**src/rtl/adc_spi_responder.sv**
```systemverilog
// +--------------------------------------------------------------------------+
// | adc_spi_responder                                                        |
// | Emulates an 8-channel 12-bit serial ADC behind an SPI controller.        |
// | Optional macro ADC_RESP_TESTPAT_EN: A0 selects a {ch, 9'h0A5} pattern.   |
// | Rev 1.0 - initial release                                                |
// +--------------------------------------------------------------------------+
`default_nettype none

module adc_spi_responder #(
  parameter int         W_LENGTH    = 13,
  parameter int         SYNC_STAGES = 2,
  parameter logic [2:0] CH_RST      = 3'd0
) (
  input  logic                clk,
  input  logic                rst,
  input  logic                conv_in,
  input  logic                sclk_in,
  input  logic                sdi_in,
  output logic                sdo_out,
  input  logic [2:0]          ch_addr_in,
  input  logic [11:0]         ch_data_in,
  input  logic                ch_we_in,
  output logic [W_LENGTH-1:0] ctrl_out,
  output logic [2:0]          ch_out,
  output logic                frame_done,
  output logic                frame_err
);

  localparam int CNT_W = $clog2(W_LENGTH + 1);

  typedef enum logic [1:0] {
    ST_IDLE  = 2'd0,
    ST_LOAD  = 2'd1,
    ST_SHIFT = 2'd2,
    ST_DONE  = 2'd3
  } state_t;

  // Each synchroniser stage carries {conv, sclk, sdi}; conv idles high.
  localparam logic [2:0] SYNC_RST = 3'b100;

  state_t                          state_q, state_d;
  logic [SYNC_STAGES-1:0][2:0]     sync_q, sync_d;
  logic [2:0]                      prev_q, prev_d;
  logic [W_LENGTH-1:0]             shift_tx_q, shift_tx_d;
  logic [W_LENGTH-1:0]             shift_rx_q, shift_rx_d;
  logic [CNT_W-1:0]                cnt_q, cnt_d;
  logic                            sdo_q, sdo_d;
  logic [W_LENGTH-1:0]             ctrl_q, ctrl_d;
  logic [2:0]                      ch_q, ch_d;
  logic                            done_q, done_d;
  logic                            err_q, err_d;
  logic [7:0][11:0]                bank_q, bank_d;

  logic                            conv_s, sclk_s, sdi_s;
  logic                            conv_fall, conv_rise, sclk_rise, sclk_fall;
  logic [11:0]                     sample;
  logic [W_LENGTH-1:0]             rx_next;

  assign conv_s    = sync_q[SYNC_STAGES-1][2];
  assign sclk_s    = sync_q[SYNC_STAGES-1][1];
  assign sdi_s     = sync_q[SYNC_STAGES-1][0];
  assign conv_fall = prev_q[2] & ~conv_s;
  assign conv_rise = ~prev_q[2] & conv_s;
  assign sclk_rise = ~prev_q[1] & sclk_s;
  assign sclk_fall = prev_q[1] & ~sclk_s;
  assign rx_next   = {shift_rx_q[W_LENGTH-2:0], sdi_s};

`ifdef ADC_RESP_TESTPAT_EN
  assign sample = ctrl_q[12] ? {ch_q, 9'h0A5} : bank_q[ch_q];
`else
  assign sample = bank_q[ch_q];
`endif

  always_comb begin
    state_d    = state_q;
    sync_d     = {sync_q[SYNC_STAGES-2:0], {conv_in, sclk_in, sdi_in}};
    prev_d     = {conv_s, sclk_s, sdi_s};
    shift_tx_d = shift_tx_q;
    shift_rx_d = shift_rx_q;
    cnt_d      = cnt_q;
    sdo_d      = sdo_q;
    ctrl_d     = ctrl_q;
    ch_d       = ch_q;
    done_d     = 1'b0;
    err_d      = 1'b0;
    bank_d     = bank_q;

    // Bank writes land on bank_d, so a LOAD in the same clk still reads the old entry.
    if (ch_we_in) begin
      bank_d[ch_addr_in] = ch_data_in;
    end

    case (state_q)
      ST_IDLE: begin
        if (conv_fall) begin
          state_d = ST_LOAD;
        end
      end

      ST_LOAD: begin
        shift_tx_d = {{(W_LENGTH-12){1'b0}}, sample};
        cnt_d      = '0;
        sdo_d      = 1'b0;
        state_d    = ST_SHIFT;
      end

      ST_SHIFT: begin
        if (conv_fall) begin
          err_d   = 1'b1;
          state_d = ST_LOAD;
        end else if (conv_rise) begin
          err_d   = 1'b1;
          state_d = ST_IDLE;
        end else if (sclk_rise) begin
          shift_rx_d = rx_next;
          cnt_d      = cnt_q + 1'b1;
          if (cnt_q == CNT_W'(W_LENGTH - 1)) begin
            ctrl_d  = rx_next;
            ch_d    = rx_next[7:5];
            done_d  = 1'b1;
            state_d = ST_DONE;
          end
        end else if (sclk_fall) begin
          sdo_d      = shift_tx_q[W_LENGTH-2];
          shift_tx_d = {shift_tx_q[W_LENGTH-2:0], 1'b0};
        end
      end

      ST_DONE: begin
        if (conv_fall) begin
          state_d = ST_LOAD;
        end else if (conv_rise) begin
          state_d = ST_IDLE;
        end else if (sclk_fall) begin
          sdo_d = 1'b0;
        end
      end

      default: begin
        state_d = ST_IDLE;
      end
    endcase
  end

  always_ff @(posedge clk) begin
    if (!rst) begin
      state_q    <= ST_IDLE;
      sync_q     <= {SYNC_STAGES{SYNC_RST}};
      prev_q     <= SYNC_RST;
      shift_tx_q <= '0;
      shift_rx_q <= '0;
      cnt_q      <= '0;
      sdo_q      <= 1'b0;
      ctrl_q     <= '0;
      ch_q       <= CH_RST;
      done_q     <= 1'b0;
      err_q      <= 1'b0;
      bank_q     <= '0;
    end else begin
      state_q    <= state_d;
      sync_q     <= sync_d;
      prev_q     <= prev_d;
      shift_tx_q <= shift_tx_d;
      shift_rx_q <= shift_rx_d;
      cnt_q      <= cnt_d;
      sdo_q      <= sdo_d;
      ctrl_q     <= ctrl_d;
      ch_q       <= ch_d;
      done_q     <= done_d;
      err_q      <= err_d;
      bank_q     <= bank_d;
    end
  end

  assign sdo_out    = sdo_q;
  assign ctrl_out   = ctrl_q;
  assign ch_out     = ch_q;
  assign frame_done = done_q;
  assign frame_err  = err_q;

endmodule

`default_nettype wire

```
**config.mk**
```make
export PLATFORM = sky130hd
export DESIGN_NAME = adc_spi_responder
export DESIGN_NICKNAME = d
export VERILOG_FILES = /design/src/rtl/adc_spi_responder.sv
export SDC_FILE = /design/constraint.sdc
export NUM_CORES = 1
export LEC_CHECK = 0
export ABC_AREA = 1
export CORE_MARGIN = 2
export CORE_UTILIZATION = 50
export CTS_BUF_LIST = sky130_fd_sc_hd__clkbuf_4
export DETAILED_ROUTE_END_ITERATION = 6
export PLACE_DENSITY = 0.72
export SYNTH_ARGS = -nofsm -noshare
export SYNTH_HDL_FRONTEND = slang
export SYNTH_SLANG_ARGS = --single-unit
```
**constraint.sdc**
```tcl
create_clock -name clk -period 1.3 [get_ports clk]
set_input_delay 0.195 -clock clk [delete_from_list [all_inputs] [get_ports clk]]
set_output_delay 0.195 -clock clk [all_outputs]
set_load 0.005 [all_outputs]
```
Yosys cells after proc, flatten, opt, wreduce, memory -nomap -nowiden
Index checks and enable logic that the tools add are counted.

storage, ports and cells
  register bits = 154
  input port bits = 21
  word-level logic and storage cells = 98
  output and inout port bits = 19

cells by class
  multiplexer cells = 33
  bitwise operators = 13
  reduce and logical (&&, ||, !) cells = 12
  $add $sub $neg = 1
  eq/ne operators = 16
  $lt $le $gt $ge = 3

operators with widths
  kind                                                        number
  bitwise mux 96 bit                                          1
  two-way mux 12 bit                                          6
  binary-select mux 12 bit (select 3 bit)                     1
  demux 12 bit (select 3 bit)                                 1
  case mux 12 bit (2 select lines)                            1
  inequality test 2 bit, second input constant                9
  two-way mux 2 bit                                           7
  two-way mux 4 bit                                           3
  AND reduction 4 bit                                         3
  two-way mux 1 bit                                           10
  AND reduction 5 bit                                         2
  inverter 1 bit                                              9
  less-than comparator 3 x 4 -> 1 bit, second input constant  2
  inequality test 4 bit, second input constant                2
  case mux 2 bit (4 select lines)                             1
  case mux 4 bit (2 select lines)                             1
  AND reduction 8 bit                                         1
  OR reduction 5 bit                                          1
  adder 4 x 1 -> 4 bit, second input constant                 1
  bitwise AND 1 bit                                           4
  == test 2 bit, second input constant                        2
  == test 4 bit, second input constant                        1
  >= comparator 3 x 1 -> 1 bit, second input constant         1
  inequality test 3 bit, second input constant                1
  other kinds (7)                                             7

Longest topological paths before layout
  depth after elaboration = 7
  depth in mapped cells = 10

Worst setup path before layout
Ideal clock, no wire load.

  kind = reg-to-reg
  from = register prev_q[2]
  to = register ctrl_q[7], in the netlist ctrl_out[7]
  buffers on the path = 2
  required time = 1.167 ns
  clock period less this slack = 1.386 ns
  slack = -0.086 ns
  stages on the path, launching flop included = 8
  data arrival time = 1.253 ns
  cells stage by stage = dfxtp_1 inv_1 ha_1 buf_2 nand3_2 buf_2 o21ai_1 a21oi_1

on the way
  word-level cells in the longest chain between the ends = 4
  elaborated cells on any way between the ends = 6

ends and longest elaborated chain
  item                                    line  RTL
  from (decl)                             43    logic [2:0] prev_q, prev_d;
  from (signal assigned)                  162   prev_q <= prev_d;
  inverter 1 bit                          63    assign conv_rise = ~prev_q[2] & conv_s;
  bitwise AND 1 bit                       63
  inverter 1 bit (no source line)         -
  AND reduction 5 bit (no source line) *  -
  to (signal assigned)                    167   ctrl_q <= ctrl_d;
  to (decl)                               48    logic [W_LENGTH-1:0] ctrl_q, ctrl_d;

Every way passes the cells marked *; elsewhere a longest branch is shown, timed or not.
A chain may end at the register's enable or synchronous reset.

Worst setup path after layout
  from = register cnt_q[1]
  to = register ctrl_q[9], in the netlist ctrl_out[9]

on the way
  word-level cells in the longest chain between the ends = 2

ends and longest elaborated chain
  item                                  line  RTL
  from (decl)                           46    logic [CNT_W-1:0] cnt_q, cnt_d;
  from (signal assigned)                165   cnt_q <= cnt_d;
  == test 4 bit                         117   if (cnt_q == CNT_W'(W_LENGTH - 1)) begin
  AND reduction 5 bit (no source line)  -

Every way passes these cells.

==> results.sh <==
export IMPL_outcome="complete, but fails checks"
export IMPL_violations="setup timing"
export IMPL_rsz0062_at_grt="true"
export IMPL_synth_area_leader_cell="dfxtp_1"
export IMPL_drt_iter0_drc=549
export IMPL_multi_input_area_sq_um=3377
export IMPL_cts_path_max_buffers=2
export IMPL_area_growth_pct=30.69
export IMPL_ys_types=32
export IMPL_ys_flop_type="dfxtp_1"
export IMPL_crit_path_end_kind="flip-flop"
export IMPL_drv_slew=0
export IMPL_die_width_um=117.6
export IMPL_cpMaxStageDelayCell="dfxtp_2"
export IMPL_startpoint_type="flip-flop"
export IMPL_post_place_cells=1131
export IMPL_synth_cells=925
export IMPL_die_area_sq_um=13820
export IMPL_dr_pass1_iters=5
export IMPL_ys_warn_count=0
export IMPL_final_nets=1032
export IMPL_cts_root_buf="clkbuf_4"
export IMPL_antenna_found_initial=1
export IMPL_worst_slack_ns=-0.1368
export IMPL_yosysTopAreaCellShare=0.4656
export IMPL_r2r_start="cnt_q[1]$_SDFFE_PN0P_"
export IMPL_first_global_vias=5712
export IMPL_synth_edf_count=0
export IMPL_arrival_ns=1.91
export IMPL_wirelength_um=18050
export IMPL_p_leak_nw=3.485
export IMPL_hold_class="in2reg"
export IMPL_drc=0
export IMPL_async_reset_ff_frac=0
export IMPL_ys_top_cells_by_area="dfxtp_1 (47%), nor2_1 (14%), nand2_1 (9.1%)"
export IMPL_avgSynthCellArea_sq_um=6.973
export IMPL_cp_required_ns=1.78
export IMPL_setup_tns_ns=-2.547
export IMPL_power_density_nw_per_um2=1072
export IMPL_grt_pass1_wl_um=28570
export IMPL_crit_top_cell="nand3_4"
export IMPL_avgRoutedWirePerCell_um=15.14
export IMPL_clkTransAtPathRegs_ns=0.13
export IMPL_min_period_ns=1.437
export IMPL_core_area_sq_um=12620
export IMPL_crit_path_max_incr_delay_ns=0.35
export IMPL_layout_area_seq_sq_um=3037
export IMPL_cts_made_buffers=17
export IMPL_setup_viol=41
export IMPL_grt_ovfl_total=0
export IMPL_maxCapViolations=0
export IMPL_htree_levels=4
export IMPL_syn_nets=951
export IMPL_dieHeight_um=117.6
export IMPL_grt_max_degree=124
export IMPL_drive_above_1_share=0.2581
export IMPL_vias=6250
export IMPL_stdcell_count=1192
export IMPL_relSlewSlack=0.6495
export IMPL_cts_sinks=150
export IMPL_critPathMaxFanout=6
export IMPL_ys_ff_latch=150
export IMPL_yosysSeqAreaShare=0.4656
export IMPL_clock_fmax_ghz=0.6960
export IMPL_critPathKind="reg2reg"
export IMPL_fin_skew_ns=0.02277
export IMPL_clk_latency_ns=0.57
export IMPL_place_area_sq_um=7318
export IMPL_design_area_sq_um=8429
export IMPL_timing_final_crit_share=1.105
export IMPL_irDropWorstVdd_mv=0.8324
export IMPL_hold_start="sclk_in"
export IMPL_hold_viol=0
export IMPL_cts_tree="done"
export IMPL_place_congestion=0.8984
export IMPL_start_util=0.5111
export IMPL_startpoint="cnt_q[1]$_SDFFE_PN0P_"
export IMPL_grtUsageTotal=0.2605
export IMPL_viasPerCell=5.243
export IMPL_ios=40
export IMPL_tightestPinTransition_ns=0.5257
export IMPL_total_power_mw=9.038
export IMPL_n_fill_cell=1104
export IMPL_rows=41
export IMPL_crit_path_cell_trace="inv_2, ha_4, nand3_4, nor2_4, nand3_4, buf_6, buf_16, o21ai_2, a21oi_2"
export IMPL_port_buffers=39
export IMPL_ant_nets=0
export IMPL_netlist_area_sq_um=6450
export IMPL_hpwlAfterDp_um=10490
-- power by group --
group          switching, mW  leakage [nW]  internal, mW
combinational          0.781          2.11         0.576
clock                   1.65         0.152          1.20
sequential            0.0840          1.23          4.75
-- final cells by class --
| cell class | count | area share |
|---|---|---|
| clock buffer | 21 | 0.01870 |
| tap | 172 | 0.02553 |
| inverter | 49 | 0.02405 |
| timing repair buffer | 121 | 0.1567 |
| sequential | 150 | 0.3602 |
| clock inverter | 11 | 0.01291 |
| timing repair inverter | 1 | 0.0008906 |
| antenna | 1 | 0.0002969 |
| multi-input combinational | 666 | 0.4006 |
-- Yosys cell counts, drive strengths merged, types with 2 or more instances --
| library cell | n |
|---|---|
| a21oi | 40 |
| dfxtp | 150 |
| a211oi | 2 |
| clkbuf | 28 |
| or2 | 2 |
| nor3 | 2 |
| o21ai | 116 |
| buf | 32 |
| nand2 | 161 |
| nand3 | 90 |
| nor2 | 243 |
| ha | 5 |
| inv | 48 |
-- sequential cells by signal, indices dropped and copies added (netlist names) --
register    cells
cnt_q           4
shift_tx_q     12
frame_err       1
sdo_out         1
state_q         2
bank_q         96
shift_rx_q     12
prev_q          2
sync_d          3
prev_d          3
ctrl_out       13
frame_done      1
-- cell families (layout without fill, tap and decap cells) --
kind of cell | Yosys count | count (layout) | share of synthesized area
other | 0 | 1 | 0
XOR/XNOR | 1 | 1 | 0.001358
flip-flops | 150 | 150 | 0.4656
adder cells (fa/ha/maj) | 5 | 5 | 0.009699
buffers and inverters | 109 | 203 | 0.07294
AND/OR/NAND/NOR | 499 | 499 | 0.3172
AO/OA/AOI/OAI | 161 | 161 | 0.1333
-- worst max-delay path, delay by kind of cell, from the launching register on --
kind	cells	cell delay, ns
adders and majority gates	1	0.14
and+or+nand+nor	3	0.32
buffers and inverters	3	0.37
DFF	1	0.35
AOI/OAI and AO/OA	2	0.16
-- through the flow --
| stage | setup slack, ns | hold WS (ns) | util |
|---|---|---|---|
| after CTS | -0.1120 | 0.1467 | 0.6445 |
| after detailed placement | -0.3379 | 0.4000 | 0.5799 |
| final | -0.1368 | 0.1655 | 0.6680 |
| after global routing | -0.1678 | 0.1476 | 0.6680 |
| after global placement | -0.2907 | 0.3956 | 0.5799 |
| after floorplan | -0.02863 | 0.2926 | - |
-- path summary, 6_finish.rpt --
path                         endpoint  slack [ns]  cells past startpoint
max          ctrl_out[9]$_SDFFE_PN0P_       -0.14                      9
min reg2reg      prev_d[1]$_SDFF_PN0_        0.42                      2
max reg2reg  ctrl_out[9]$_SDFFE_PN0P_       -0.14                      9
min              sync_d[4]$_SDFF_PN0_        0.17                      3
-- repair_timing --
| action | 4_1_cts | 5_1_grt |
|---|---|---|
| hold buffers | 1 | 0 |
| gates resized for setup | 176 | 67 |
| pin swaps | 10 | 27 |
| gates cloned | 8 | 4 |
| hold endpoints to repair | 2 | 0 |
| setup buffers | 14 | 3 |
| endpoints found under the setup margin | 62 | 45 |
-- layout by cell type (no fill, tap or decap), drive strengths merged --
cell and n:
o211a 1, dfxtp 150, nor3 2, a211oi 2
or2 2, inv 47, o21ai 116, bufinv 2
o22ai 1, nand4 1, nand2 161, buf 98
dlygate4sd3 1, nand3 90, clkinv 9, xor2 1
clkinvlp 3, a31oi 1, clkbuf 24, diode 1
ha 5, a21oi 40, nor2 243, clkdlybuf4s50 19
-- routing by layer --
layer | part of all wire | up-vias | global-route usage
met5 | 0 | - | 0
met4 | 0.023 | 0 | 0.09864
met3 | 0.058 | 31 | 0.05136
met2 | 0.48 | 206 | 0.4357
met1 | 0.44 | 2881 | 0.3332
li1 | - | 3132 | -
(Power assumes the default switching activity.)
